`config.mk`:
```
export PLATFORM = sky130hd
export DESIGN_NAME = pipe_hazard_ctrl_flat
export DESIGN_NICKNAME = d
export VERILOG_FILES = /design/src/rtl/pipe_hazard_ctrl_pkg.sv /design/src/rtl/pipe_hazard_ctrl_if.sv /design/src/rtl/pipe_hazard_ctrl_load_use_detect.sv /design/src/rtl/pipe_hazard_ctrl.sv /design/src/flat_wrapper.sv
export SDC_FILE = /design/constraint.sdc
export NUM_CORES = 1
export LEC_CHECK = 0
export BUFFER_PORTS_ARGS = -buffer_cell sky130_fd_sc_hd__buf_2
export CAP_MARGIN = 40
export CORE_MARGIN = 2
export CORE_UTILIZATION = 25
export DETAILED_ROUTE_END_ITERATION = 7
export PLACE_DENSITY_LB_ADDON = 0.2
export SLEW_MARGIN = 20
export SYNTH_ARGS = -nofsm -noshare
export SYNTH_HDL_FRONTEND = slang
export SYNTH_SLANG_ARGS = --single-unit
```
`constraint.sdc`:
```
create_clock -name clk -period 3 [get_ports clk]
set_clock_uncertainty 0.15 [all_clocks]
set_input_delay 0.6 -clock clk [delete_from_list [all_inputs] [get_ports clk]]
set_output_delay 0.6 -clock clk [all_outputs]
set_load 0.005 [all_outputs]
```
`src/rtl/pipe_hazard_ctrl_pkg.sv`:
```
// Shared definitions for the pipeline hazard controller and the pipeline stages
// that consume its controls.
package pipe_ctrl_pkg;

  typedef enum logic [1:0] {
    RUN      = 2'd0,
    MEM_WAIT = 2'd1,
    TRAP     = 2'd2
  } state_e;

  // Writeback-select encoding for loads, shared with the MEM/WB stage.
  localparam logic [1:0]  LOAD_SEL    = 2'b01;
  // Destination register written into a flushed (bubble) stage.
  localparam logic [4:0]  NOP_RD      = 5'b11111;
  // PC mux target when trap_sel is asserted.
  localparam logic [31:0] TRAP_VECTOR = 32'h0000_0100;

  typedef struct packed {
    logic pc_en;
    logic ifid_en;
    logic idex_en;
    logic exmem_en;
    logic ifid_flush;
    logic idex_flush;
    logic exmem_flush;
    logic memwb_bubble;
    logic trap_sel;
  } ctrl_t;

  // Free-running pipeline: everything loads, nothing is squashed.
  function automatic ctrl_t ctrl_run();
    ctrl_t c;
    c = '0;
    c.pc_en    = 1'b1;
    c.ifid_en  = 1'b1;
    c.idex_en  = 1'b1;
    c.exmem_en = 1'b1;
    return c;
  endfunction

  // Data memory not ready: hold PC..EX/MEM, let MEM/WB drain a bubble.
  function automatic ctrl_t ctrl_freeze();
    ctrl_t c;
    c = '0;
    c.memwb_bubble = 1'b1;
    return c;
  endfunction

  // Redirect in EX: the two younger instructions are wrong-path.
  function automatic ctrl_t ctrl_branch();
    ctrl_t c;
    c = ctrl_run();
    c.ifid_flush = 1'b1;
    c.idex_flush = 1'b1;
    return c;
  endfunction

  // Load in EX feeds ID: hold PC and IF/ID, insert one bubble into ID/EX.
  function automatic ctrl_t ctrl_load_use();
    ctrl_t c;
    c = ctrl_run();
    c.pc_en      = 1'b0;
    c.ifid_en    = 1'b0;
    c.idex_flush = 1'b1;
    return c;
  endfunction

  // Memory fault: squash every in-flight instruction and vector to the trap.
  function automatic ctrl_t ctrl_trap();
    ctrl_t c;
    c = ctrl_run();
    c.ifid_flush   = 1'b1;
    c.idex_flush   = 1'b1;
    c.exmem_flush  = 1'b1;
    c.memwb_bubble = 1'b1;
    c.trap_sel     = 1'b1;
    return c;
  endfunction

  // Held in reset: nothing loads, every stage is forced to a bubble.
  function automatic ctrl_t ctrl_reset();
    ctrl_t c;
    c = '0;
    c.ifid_flush   = 1'b1;
    c.idex_flush   = 1'b1;
    c.exmem_flush  = 1'b1;
    c.memwb_bubble = 1'b1;
    return c;
  endfunction

endpackage

```
`src/rtl/pipe_hazard_ctrl_if.sv`:
```
// Pipeline status in / pipeline control out bundle for the hazard controller.
// master: the controller. slave: the pipeline datapath.
interface pipe_hazard_ctrl_if #(
  parameter int CNT_W = 32
);
  logic [4:0]       id_rs1;
  logic [4:0]       id_rs2;
  logic             id_use_rs1;
  logic             id_use_rs2;
  logic [4:0]       ex_rd;
  logic             ex_RegW;
  logic [1:0]       ex_MemReg;
  logic             ex_branch_taken;
  logic             mem_req;
  logic             mem_ready;

  logic             pc_en;
  logic             ifid_en;
  logic             idex_en;
  logic             exmem_en;
  logic             ifid_flush;
  logic             idex_flush;
  logic             exmem_flush;
  logic             memwb_bubble;
  logic             trap_sel;
  logic             mem_fault;
  logic [CNT_W-1:0] stall_cycles;

  modport master (
    input  id_rs1, id_rs2, id_use_rs1, id_use_rs2, ex_rd, ex_RegW, ex_MemReg,
           ex_branch_taken, mem_req, mem_ready,
    output pc_en, ifid_en, idex_en, exmem_en, ifid_flush, idex_flush,
           exmem_flush, memwb_bubble, trap_sel, mem_fault, stall_cycles
  );

  modport slave (
    output id_rs1, id_rs2, id_use_rs1, id_use_rs2, ex_rd, ex_RegW, ex_MemReg,
           ex_branch_taken, mem_req, mem_ready,
    input  pc_en, ifid_en, idex_en, exmem_en, ifid_flush, idex_flush,
           exmem_flush, memwb_bubble, trap_sel, mem_fault, stall_cycles
  );
endinterface

```
`src/rtl/pipe_hazard_ctrl_load_use_detect.sv`:
```
// Load-use hazard detect: a load in EX whose destination is read by ID.
module load_use_detect
  import pipe_ctrl_pkg::*;
(
  input  logic [4:0] id_rs1_i,
  input  logic [4:0] id_rs2_i,
  input  logic       id_use_rs1_i,
  input  logic       id_use_rs2_i,
  input  logic [4:0] ex_rd_i,
  input  logic       ex_RegW_i,
  input  logic [1:0] ex_MemReg_i,
  output logic       hazard_o
);

  logic ex_is_load;
  logic rs1_hit;
  logic rs2_hit;

  // x0 is hardwired to zero, so a load targeting it never blocks anything.
  always_comb begin
    ex_is_load = ex_RegW_i && (ex_MemReg_i == LOAD_SEL) && (ex_rd_i != 5'd0);
    rs1_hit    = id_use_rs1_i && (id_rs1_i == ex_rd_i);
    rs2_hit    = id_use_rs2_i && (id_rs2_i == ex_rd_i);
    hazard_o   = ex_is_load && (rs1_hit || rs2_hit);
  end

endmodule

```
`src/rtl/pipe_hazard_ctrl.sv`:
```
// Central stall/flush controller for the 5-stage pipeline: load-use,
// taken-branch and data-memory wait hazards, bounded memory wait with trap,
// and a stall-cycle performance counter.
//
// state    | meaning
// ---------+-------------------------------------------------------------
// RUN      | normal issue; hazards resolved by priority each cycle
// MEM_WAIT | data access outstanding; pipeline frozen until mem_ready
// TRAP     | one cycle: squash all stages, PC takes the trap vector
module pipe_hazard_ctrl
  import pipe_ctrl_pkg::*;
#(
  parameter int MAX_WAIT = 15,
  parameter int CNT_W    = 32
) (
  input logic               clk,
  input logic               rst_n,
  pipe_hazard_ctrl_if.master bus
);

  localparam logic [8:0] MAX_WAIT_C = 9'(MAX_WAIT);

  state_e           state_q, state_d;
  logic [7:0]       wait_cnt_q, wait_cnt_d;
  logic             mem_fault_q;
  logic [CNT_W-1:0] stall_q;

  logic             load_use;
  logic             freeze;
  logic [8:0]       wait_next;
  ctrl_t            ctrl;

  load_use_detect u_load_use (
    .id_rs1_i     (bus.id_rs1),
    .id_rs2_i     (bus.id_rs2),
    .id_use_rs1_i (bus.id_use_rs1),
    .id_use_rs2_i (bus.id_use_rs2),
    .ex_rd_i      (bus.ex_rd),
    .ex_RegW_i    (bus.ex_RegW),
    .ex_MemReg_i  (bus.ex_MemReg),
    .hazard_o     (load_use)
  );

  // Next state, wait counter and zero-latency pipeline controls.
  always_comb begin
    state_d    = RUN;
    wait_cnt_d = '0;
    ctrl       = ctrl_run();
    // Once waiting, the stalled request stays frozen in MEM, so only
    // mem_ready matters there.
    freeze     = !bus.mem_ready && ((state_q == MEM_WAIT) || bus.mem_req);
    // wait_cnt_q counts frozen cycles already completed, so wait_next is the
    // count including the current one; the timeout fires on the MAX_WAIT-th.
    wait_next  = {1'b0, wait_cnt_q} + 9'd1;

    if (state_q == TRAP) begin
      ctrl = ctrl_trap();
    end else if (freeze) begin
      ctrl       = ctrl_freeze();
      wait_cnt_d = wait_next[7:0];
      state_d    = (wait_next == MAX_WAIT_C) ? TRAP : MEM_WAIT;
    end else if (bus.ex_branch_taken) begin
      ctrl = ctrl_branch();
    end else if (load_use) begin
      ctrl = ctrl_load_use();
    end

    if (!rst_n) begin
      ctrl = ctrl_reset();
    end
  end

  // FSM state, wait counter and the registered fault pulse.
  always_ff @(posedge clk or negedge rst_n) begin
    if (!rst_n) begin
      state_q     <= RUN;
      wait_cnt_q  <= '0;
      mem_fault_q <= 1'b0;
    end else begin
      state_q     <= state_d;
      wait_cnt_q  <= wait_cnt_d;
      mem_fault_q <= (state_d == TRAP);
    end
  end

  // Stall performance counter: one tick per cycle the PC is held; wraps.
  always_ff @(posedge clk or negedge rst_n) begin
    if (!rst_n) begin
      stall_q <= '0;
    end else if (!ctrl.pc_en) begin
      stall_q <= stall_q + CNT_W'(1);
    end
  end

  assign bus.pc_en        = ctrl.pc_en;
  assign bus.ifid_en      = ctrl.ifid_en;
  assign bus.idex_en      = ctrl.idex_en;
  assign bus.exmem_en     = ctrl.exmem_en;
  assign bus.ifid_flush   = ctrl.ifid_flush;
  assign bus.idex_flush   = ctrl.idex_flush;
  assign bus.exmem_flush  = ctrl.exmem_flush;
  assign bus.memwb_bubble = ctrl.memwb_bubble;
  assign bus.trap_sel     = ctrl.trap_sel;
  assign bus.mem_fault    = mem_fault_q;
  assign bus.stall_cycles = stall_q;

endmodule

```
`src/flat_wrapper.sv`:
```
// flat-port wrapper written by rule: the top's interface ports become plain ports
module pipe_hazard_ctrl_flat import pipe_ctrl_pkg::*;
#(
  parameter int MAX_WAIT = 15,
  parameter int CNT_W    = 32
)
  (clk, rst_n, bus_id_rs1, bus_id_rs2, bus_id_use_rs1, bus_id_use_rs2, bus_ex_rd, bus_ex_RegW, bus_ex_MemReg, bus_ex_branch_taken, bus_mem_req, bus_mem_ready, bus_pc_en, bus_ifid_en, bus_idex_en, bus_exmem_en, bus_ifid_flush, bus_idex_flush, bus_exmem_flush, bus_memwb_bubble, bus_trap_sel, bus_mem_fault, bus_stall_cycles);
  pipe_hazard_ctrl_if #(.CNT_W(CNT_W)) bus_i ();
  input logic clk;
  input logic rst_n;
  input wire logic [$bits(bus_i.id_rs1)-1:0] bus_id_rs1;
  input wire logic [$bits(bus_i.id_rs2)-1:0] bus_id_rs2;
  input wire logic [$bits(bus_i.id_use_rs1)-1:0] bus_id_use_rs1;
  input wire logic [$bits(bus_i.id_use_rs2)-1:0] bus_id_use_rs2;
  input wire logic [$bits(bus_i.ex_rd)-1:0] bus_ex_rd;
  input wire logic [$bits(bus_i.ex_RegW)-1:0] bus_ex_RegW;
  input wire logic [$bits(bus_i.ex_MemReg)-1:0] bus_ex_MemReg;
  input wire logic [$bits(bus_i.ex_branch_taken)-1:0] bus_ex_branch_taken;
  input wire logic [$bits(bus_i.mem_req)-1:0] bus_mem_req;
  input wire logic [$bits(bus_i.mem_ready)-1:0] bus_mem_ready;
  output wire logic [$bits(bus_i.pc_en)-1:0] bus_pc_en;
  output wire logic [$bits(bus_i.ifid_en)-1:0] bus_ifid_en;
  output wire logic [$bits(bus_i.idex_en)-1:0] bus_idex_en;
  output wire logic [$bits(bus_i.exmem_en)-1:0] bus_exmem_en;
  output wire logic [$bits(bus_i.ifid_flush)-1:0] bus_ifid_flush;
  output wire logic [$bits(bus_i.idex_flush)-1:0] bus_idex_flush;
  output wire logic [$bits(bus_i.exmem_flush)-1:0] bus_exmem_flush;
  output wire logic [$bits(bus_i.memwb_bubble)-1:0] bus_memwb_bubble;
  output wire logic [$bits(bus_i.trap_sel)-1:0] bus_trap_sel;
  output wire logic [$bits(bus_i.mem_fault)-1:0] bus_mem_fault;
  output wire logic [$bits(bus_i.stall_cycles)-1:0] bus_stall_cycles;
  assign bus_i.id_rs1 = bus_id_rs1;
  assign bus_i.id_rs2 = bus_id_rs2;
  assign bus_i.id_use_rs1 = bus_id_use_rs1;
  assign bus_i.id_use_rs2 = bus_id_use_rs2;
  assign bus_i.ex_rd = bus_ex_rd;
  assign bus_i.ex_RegW = bus_ex_RegW;
  assign bus_i.ex_MemReg = bus_ex_MemReg;
  assign bus_i.ex_branch_taken = bus_ex_branch_taken;
  assign bus_i.mem_req = bus_mem_req;
  assign bus_i.mem_ready = bus_mem_ready;
  assign bus_pc_en = bus_i.pc_en;
  assign bus_ifid_en = bus_i.ifid_en;
  assign bus_idex_en = bus_i.idex_en;
  assign bus_exmem_en = bus_i.exmem_en;
  assign bus_ifid_flush = bus_i.ifid_flush;
  assign bus_idex_flush = bus_i.idex_flush;
  assign bus_exmem_flush = bus_i.exmem_flush;
  assign bus_memwb_bubble = bus_i.memwb_bubble;
  assign bus_trap_sel = bus_i.trap_sel;
  assign bus_mem_fault = bus_i.mem_fault;
  assign bus_stall_cycles = bus_i.stall_cycles;
  pipe_hazard_ctrl #(.MAX_WAIT(MAX_WAIT), .CNT_W(CNT_W)) u_core (.clk(clk), .rst_n(rst_n), .bus(bus_i));
endmodule
```
==> results.md <==
- Final hold violation count: 0
- Ports: 67
- Clock Sink Count: 43
- Mean post-synth cell area: roughly 10 um^2
- Remaining antenna violation count after routing: 0
- Total leakage power: 1.28 nW
- Setup Viol. Count Final: 0
- Number of nets at the end of the flow: approximately 320
- Diodes inserted: 0
- Ordered cell list for the critical path: buf_2 -> or4_1 -> nor2_1 -> nor3_2 -> a31oi_4 -> buf_2
- Global-route wire length before repair: 8560 um
- Max cap viols: 0
- Fraction of layout instances using a drive strength above 1: 32.0%
- Actual slew at the worst max-slew pin: 0.517 ns
- Post-CTS Resized: 0
- Cell at the slowest stage of the critical path: or4_1
- IO Port Bufs: 66
- Max Buffers Root-to-Sink: 2
- Cell type group with the largest total delay on the critical path: simple AND/OR/NAND/NOR gates
- Height of the die: approximately 100 um
- Critical path arrival: 1.89 ns
- Leftover overflow at the end of global routing: 0
- Area of the core region: 8810 um^2
- Global routing usage summed across all routing layers: 10.9%
- Half-perimeter wire length after detailed placement: 4080 um
- Setup repair after global routing missed its margin: false
- Number of cell rows: 34
- Crit end category: primary output
- Drc violations: 0
- Area Overhead vs Synth: 25.7%
- Predominant post-synthesis flop cell: dfrtp_1
- Clock insertion delay at the later pin of the skew report: 0.30 ns
- Yosys Warn Count: 0
- Final clock period utilization by the worst path: 88.0%
- Final worst path period need: 2.64 ns
- Starting Density: between 20% and 30%
- Most Frequent Cell on Critical Path: buf_2
- Summed instance area of the synthesized netlist: approximately 2300 um^2
- TritonCTS buffer count: 5
- Vias per inst: 4.39
- Initial antenna violation count: 0
- Share of synthesized area occupied by flip-flops and latches: 46.9%
- Maximum vdd ir drop: 0.241 mV
- Vias in the first global route: 1720
- Buffers & Inverters on Critical Path: 2
- Fmax: between 300 and 400 MHz
- Path type of the worst min-delay path: in -> async
- Number of buffers inserted by hold repair at cts: 0
- EDFF count, synth: 0
- Netlist cell types: 42
- Die Wd: 99.8 um
- 1st-pass router iterations: 4
- Die outline area: 9960 um^2
- Critical path required time: between 2 and 2.5 ns
- Post-CTS setup buffers: 0
- Maximum fanout count along the critical path: 4
- Smallest hold slack: 0.0263 ns
- Total Neg Setup Slack: 0 ns
- Yosys reg bits: 43
- Cell chosen for the clock root: clkbuf_8
- Fin. max-slew vios: 0
- Outcome: completed
- Pwr per Cell Area: 559 nW/um^2
- TritonCTS clock tree: built
- Number of instances in the synthesized netlist: between 200 and 250
- Post-synthesis async set-or-reset flop share: 100%
- Largest net degree at the start of global routing: 25
- Post-Synthesis Net Count: about 250
- Total wire length: 5230 um
- Worst-path clk slew: 0.08 ns
- Highest cell delay on the worst timing path: 0.52 ns
- Via Count: 1778
- Relative max-transition margin: between 60% and 70%
- Number of levels in the clock H-tree: 2
- Nature of the critical path startpoint: input port
- Wirelength per Cell: 12.9 um
- Final weighted congestion in routability-driven placement: 0.809
- Critical path start-end classification: in -> out
- Starting DRC count in detailed routing: 55
-- cell type report --
cell class | count | area [um^2]
Multi-Input combinational cell | 165 | 1150
Clock inverter | 2 | 35.0
Sequential cell | 43 | 1080
Clock buffer | 6 | 82.6
Tap cell | 108 | 135
Inverter | 9 | 33.8
Timing Repair Buffer | 72 | 375
Fill cell | 932 | 5920
-- final timing paths --
kind / startpoint / to / slack [ns] / cells past startpoint
max in group asynchronous: rst_n / u_core.bus.stall_cycles[31] / 2.08 / 2
worst max register to register: u_core.bus.stall_cycles[9] / u_core.bus.stall_cycles[18] / 0.72 / 6
worst min-delay path: rst_n / u_core.bus.mem_fault / 0.03 / 1
min in group clk: u_core.bus.stall_cycles[31] / u_core.bus.stall_cycles[31] / 0.32 / 1
worst min register to register: u_core.bus.stall_cycles[31] / u_core.bus.stall_cycles[31] / 0.32 / 1
worst max-delay path: bus_ex_rd[1] / bus_pc_en / 0.36 / 6
-- sequential cells by signal (all words and copies together), names as in the netlist --
register and count:
u_core.bus.mem_fault 1, u_core.bus.stall_cycles 32, u_core.state_q 2, u_core.wait_cnt_q 8
-- cells in the mapped netlist, types with 2 or more instances --
cell type / count / area [um^2]
xor2_1: 26 / 228
nand4_1: 6 / 37.5
nand3_1: 13 / 65.1
or2_2: 2 / 12.5
nand2_1: 19 / 71.3
nor2_1: 24 / 90.1
nor3_1: 5 / 25.0
and3_1: 3 / 18.8
a21oi_1: 2 / 10.0
nor4b_1: 2 / 17.5
buf_4: 4 / 30.0
nand2b_1: 4 / 25.0
dfrtp_1: 43 / 1080
o21bai_1: 2 / 15.0
nor4_2: 4 / 50.1
xnor2_1: 21 / 184
nor3b_1: 3 / 22.5
inv_1: 9 / 33.8
nor4_1: 5 / 31.3
o21ai_0: 2 / 10.0
ha_1: 3 / 37.5
-- per-layer routing --
| metal | vias to the layer above | share of wire [%] | track usage (%) |
|---|---|---|---|
| li1 | 900 | - | - |
| met1 | 847 | 46 | 13.9 |
| met2 | 25 | 50 | 18.6 |
| met3 | 6 | 3.4 | 2.44 |
| met4 | 0 | 1.2 | 3.16 |
| met5 | - | 0 | 0 |
-- where the power goes --
group / internal [W] / switching (W) / total, W
registers: 0.000672 / 0.000102 / 0.000774
logic: 0.000183 / 0.000178 / 0.000361
clock network: 0.000270 / 0.000206 / 0.000475
-- logic make-up after synthesis --
kind of cell | count (synthesis) | synth area share, %
adders and majority gates | 3 | 1.64
muxes | 1 | 0.491
xor gates and xnor gates | 47 | 17.9
DFF | 43 | 46.9
buffers and inverters | 15 | 3.16
AOI/OAI and AO/OA | 13 | 4.91
and+or+nand+nor | 101 | 25.0
-- placed cells by master, fill, tap and decap left out, types with 2 or more instances in the layout --
cell type / n
a21oi_1: 2
and3_1: 3
buf_2: 66
buf_4: 6
clkbuf_8: 6
dfrtp_1: 43
ha_1: 3
inv_1: 9
nand2_1: 19
nand2b_1: 4
nand3_1: 13
nand4_1: 6
nor2_1: 24
nor3_1: 5
nor3b_1: 3
nor4_1: 5
nor4_2: 4
nor4b_1: 2
o21ai_0: 2
o21bai_1: 2
or2_2: 2
xnor2_1: 21
xor2_1: 26
-- worst reg2reg max path: cells and delay by family, from the launching register on --
family           cells  cell delay (ns)
XOR/XNOR             1             0.17
AND/OR/NAND/NOR      3             0.89
flip-flops           1             0.42
AO/OA/AOI/OAI        2             0.57
-- through the flow --
step / util, % / total power [W] / std cells / setup slack [ns] / area [um^2]
floorplan: - / 0.000978 / 223 / 0.394 / 2290
global placement: 31.4 / 0.00115 / 397 / 0.327 / 2770
detailed placement: 31.4 / 0.00116 / 397 / 0.333 / 2770
CTS: 32.8 / 0.00165 / 405 / 0.324 / 2880
global route: 32.8 / 0.00173 / 405 / 0.259 / 2880
finish: 32.8 / 0.00161 / 405 / 0.359 / 2880
(Power assumes the default switching activity.)
